--- src/rtl/partial_product_stage.sv ---
// Two-stage pipelined partial-product generator feeding the adder tree.
// Stage 1 registers the operands; stage 2 registers the packed, shifted partial products.
module partial_product_stage #(
  parameter int unsigned SIZE          = 4,
  parameter int unsigned OPERAND_WIDTH = 4,
  parameter int unsigned DATA_WIDTH    = 8
) (
  input  logic                       clk,
  input  logic                       rst,
  input  logic                       flush,
  input  logic                       in_valid,
  output logic                       in_ready,
  input  logic [OPERAND_WIDTH-1:0]   multiplicand,
  input  logic [SIZE-1:0]            multiplier,
  output logic                       out_valid,
  input  logic                       out_ready,
  output logic [SIZE*DATA_WIDTH-1:0] partial_products,
  output logic [1:0]                 in_flight
);

  logic                       r_s1_valid;
  logic                       r_s2_valid;
  logic [OPERAND_WIDTH-1:0]   r_a;
  logic [SIZE-1:0]            r_b;
  logic [SIZE*DATA_WIDTH-1:0] r_pp;

  logic                       w_s2_accept;
  logic                       w_s1_adv;
  logic                       w_in_accept;
  logic [DATA_WIDTH-1:0]      w_a_ext;
  logic [SIZE*DATA_WIDTH-1:0] w_pp;

  assign w_s2_accept = !r_s2_valid || out_ready;
  assign w_s1_adv    = !r_s1_valid || w_s2_accept;
  assign in_ready    = w_s1_adv && !flush;
  assign w_in_accept = in_valid && in_ready;
  assign w_a_ext     = DATA_WIDTH'(r_a);

  // Bits shifted beyond DATA_WIDTH are intentionally dropped.
  always_comb begin
    w_pp = '0;
    for (int i = 0; i < int'(SIZE); i++) begin
      if (r_b[i]) begin
        w_pp[i*DATA_WIDTH +: DATA_WIDTH] = w_a_ext << i;
      end
    end
  end

  always_ff @(posedge clk) begin
    if (rst) begin
      r_s1_valid <= 1'b0;
      r_s2_valid <= 1'b0;
      r_a        <= '0;
      r_b        <= '0;
      r_pp       <= '0;
    end else if (flush) begin
      r_s1_valid <= 1'b0;
      r_s2_valid <= 1'b0;
    end else begin
      if (w_s1_adv) begin
        r_s1_valid <= w_in_accept;
      end
      if (w_in_accept) begin
        r_a <= multiplicand;
        r_b <= multiplier;
      end
      if (w_s2_accept) begin
        r_s2_valid <= r_s1_valid;
        if (r_s1_valid) begin
          r_pp <= w_pp;
        end
      end
    end
  end

  assign out_valid        = r_s2_valid;
  assign partial_products = r_pp;
  assign in_flight        = {1'b0, r_s1_valid} + {1'b0, r_s2_valid};

endmodule
--- config.mk ---
export PLATFORM = sky130hd
export DESIGN_NAME = partial_product_stage
export DESIGN_NICKNAME = d
export VERILOG_FILES = /design/src/rtl/partial_product_stage.sv
export SDC_FILE = /design/constraint.sdc
export NUM_CORES = 1
export LEC_CHECK = 0
export CORE_MARGIN = 1
export CORE_UTILIZATION = 35
export DETAILED_ROUTE_END_ITERATION = 6
export DONT_BUFFER_PORTS = 1
export GPL_ROUTABILITY_DRIVEN = 1
export PLACE_DENSITY = 0.62
export SETUP_SLACK_MARGIN = 0.02
export SKIP_CTS_REPAIR_TIMING = 1
export SYNTH_ARGS = -nofsm -noshare
export SYNTH_HDL_FRONTEND = slang
export SYNTH_SLANG_ARGS = --single-unit
--- constraint.sdc ---
create_clock -name clk -period 1.1 [get_ports clk]
set_input_delay 0.11 -clock clk [delete_from_list [all_inputs] [get_ports clk]]
set_output_delay 0.11 -clock clk [all_outputs]
set_load 0.1 [all_outputs]
; After elaboration in Yosys (flattened, before gate mapping)
; Cells that the tools add are included.
[op_classes]
n_addsub = 1
n_mux = 4
bitwise_logic = 1
reduce_logical = 10
[ops]
columns = op, n
row1 = $mux 7, 1
row2 = $mux 6, 1
row3 = $mux 5, 1
row4 = $mux 4, 1
row5 = $logic_not 1->1, 3
row6 = $reduce_and 3->1, 1
row7 = $add 1x1->2, 1
row8 = $logic_and 1x1->1, 2
row9 = $logic_or 1x1->1, 2
row10 = $reduce_and 2->1, 1
row11 = $reduce_or 2->1, 1
row12 = $not 1->1, 1
[word_totals]
reg_bits = 42
input_bits = 13
out_inout_bits = 36
elab_cells = 21

; Logic depth before layout (Yosys ltp)
[logic_depth]
depth_word = 6
depth_mapped = 5
ltp_nobuf = 3

; Worst setup path before layout
; No wires, ideal clock.
[synth_path]
path_type = flip-flop to output port
startpoint = reg r_s2_valid (netlist: out_valid)
endpoint = out in_ready
arrival_time_ns = 2.624
path_slack_ns = -1.634
path_stages_with_launch = 4
n_path_buf = 1
path_cell_list = dfxtp_1 > nor2b_1 > clkbuf_1 > a21oi_1
[synth_via]
elab_chain_len = 4
[synth_lines]
columns = item, line_no
row1 = "start, declared", 22  ; logic r_s2_valid;
row2 = "start signal, assigned", 68  ; r_s2_valid <= r_s1_valid;
row3 = $logic_not 1->1, 33  ; assign w_s2_accept = !r_s2_valid || out_ready;
row4 = $logic_or 1x1->1, 33
row5 = $logic_or 1x1->1, 34  ; assign w_s1_adv = !r_s1_valid || w_s2_accept;
row6 = $logic_and 1x1->1, 35  ; assign in_ready = w_s1_adv && !flush;
row7 = "end, declared", 12  ; output logic in_ready,
; Every way passes these cells.

; Worst setup path in the final report
; Ends and elaborated chain as after synthesis.

==> results.toml <==
[power_and_ir_drop]
max-vdd-ir-drop_uv = 583
power_leakage_nw = 0.673
powerDensity_nw_per_um2 = 1120

[min_path]
hp-class = "in2reg"

[clock_tree]
clock-sinks = 26
clk_latency_ps = 330
cts_root_buf = "clkbuf_4"
path_clk_slew_ps = 140
cts_tree = "yes"
cts_buffers = 3
cts_buffer_depth = 2
ctsHtreeMaxLevel = 1

[worst_setup_path]
cp.arrival_ps = 1190
cp-end-kind = "output pin"
worstPathMaxFanout = 4
required_ps = 990
start_kind = "register"
worstSetupPathType = "reg2out"

[synth]
synth_area_per_cell_um2 = 8.90
synthesis.area_um2 = 1220
ys_top_cells_by_count = "26 x dfxtp_1, 19 x nand2b_1, 18 x a21oi_1"
synthDistinctLibCells = 17
synth.most_common_cell = "dfxtp_1"
yosysTopAreaCellShare_pct = 42.7
ys_seq_area_share_pct = 42.7
synth_largest_area_cell = "dfxtp_1"
synth_edf_count = 0
synth_cells = 137
synth_area_leaders = "dfxtp_1 43%, buf_4 10%, nand2b_1 9.7%"
yosysWarnings = 0
async_flop_share_pct = 0
ys_seq_elements = 26
synthFlopType = "dfxtp_1"

[timing]
hold_violations = 26
max_freq_mhz = 767
fin_ws_ps = -203
clock_skew_ps = 1.48
slew_viol_final = 0
timing.final.crit_share_pct = 118
rsz0062_at_grt = "true"
final.min_clock_period_ps = 1300
timing.hold.ws_ps = -184
setup_violations = 28

[run_status]
violations = "hold timing, setup timing"
outcome = "finished with violations"

[place]
dpl_worst_slack_ps = -157
gp_congestion = 0.765
dp_hpwl_mm = 2.01
io_buffer_count = 0

[floorplan]
floorplan.rows = 21
initial_utilization_pct = 36.6
core_um2 = 3340
dieArea_um2 = 3730
io_pins = 49
die_x_um = 61.0
fp.dieH_um = 61.0

[drt]
finalWirelength_mm = 3.02
drtPass1Iterations = 6
vias = 1086
drtIter0Drc = 40
vias_per_cell = 5.00
ant_nets = 0
drcViolationCount = 0
wire_per_inst_um = 13.9

[finish]
fill_cells = 291
fin_nets = 186
diodes = 0
drive_above_1_share_pct = 37.4
multi_input_comb_area_um2 = 646
final_core_util_pct = 53.5
syn_to_final_growth_pct = 46.3
regArea_um2 = 548

[global_route]
grt_util_met1_pct = 19.8
overflow = 0
grt_pass1_vias = 949
antenna_found_initial = 0
met3_usage_pct = 2.73
use_met2_pct = 26.1
grt_max_degree = 35
top_usage_layer = "met2"
grt_pass1_wl_mm = 4.30
grt_use_total_pct = 15.7

[flow_run]
maxCapViolations = 0
-- final timing paths --
| path | from | depth (start not counted) | end | slack (ps) |
|---|---|---|---|---|
| max | out_valid | 3 | in_ready | -200 |
| min | rst | 1 | partial_products[18] | -180 |
| max reg2reg | out_valid | 5 | r_b[3] | -120 |
| min reg2reg | partial_products[29] | 2 | partial_products[29] | 490 |
-- flip-flops by register name, summed over array words and instances (netlist names) --
signal,count
r_s1_valid,1
out_valid,1
r_b,4
partial_products,16
r_a,4
-- where the power goes --
group	total [mW]	switching (mW)	internal, mW
clock network	0.572	0.294	0.278
logic	0.434	0.330	0.103
registers	0.985	0.0293	0.956
-- per-stage QoR --
| stage | instances | instance area (µm²) | power [mW] | setup TNS (ps) |
|---|---|---|---|---|
| detailed placement | 197 | 1460 | 1.39 | -1640 |
| floorplan | 152 | 1340 | 1.40 | -3790 |
| global placement | 197 | 1460 | 1.38 | -371 |
| CTS | 201 | 1510 | 1.94 | -2630 |
| finish | 217 | 1780 | 1.99 | -1920 |
| global route | 217 | 1780 | 2.06 | -2990 |
-- cells by family after synthesis --
logic type	share of synthesized area, %
buf+inv	14.1
flops	42.7
simple gates	20.1
other cells	0.307
compound gates	15.3
mux	6.56
fa+ha+maj	1.03
-- layer usage --
layer  part of all wire (%)  vias up
li1                       -      521
met1                     39      499
met2                     52       55
met3                    6.5       11
met4                    2.6        0
met5                      0        -
-- final cells by class --
cell class / instances / share of cell area, %
Clock buffer: 4 / 2.66
Timing Repair Buffer: 41 / 27.2
Tap cell: 46 / 3.23
Sequential cell: 26 / 30.7
Multi-Input combinational cell: 100 / 36.2
-- placed cells by master, fill, tap and decap left out, types with 3 or more instances in the layout --
master and n:
o21ai_0 5, nand4_1 16, buf_4 7, nand2b_1 18, dlygate4sd3_1 9, mux2i_1 8
buf_12 7, o21ai_1 9, dfxtp_1 8, conb_1 16, clkbuf_4 3, a21oi_1 15
dfxtp_2 16, buf_6 18
-- worst max-delay path, cell delays in order, from the launching register on --
cell	delay, ps
dfxtp_4	380
nor2b_4	140
a21oi_4	150
buf_12	190
(Power assumes the default switching activity.)
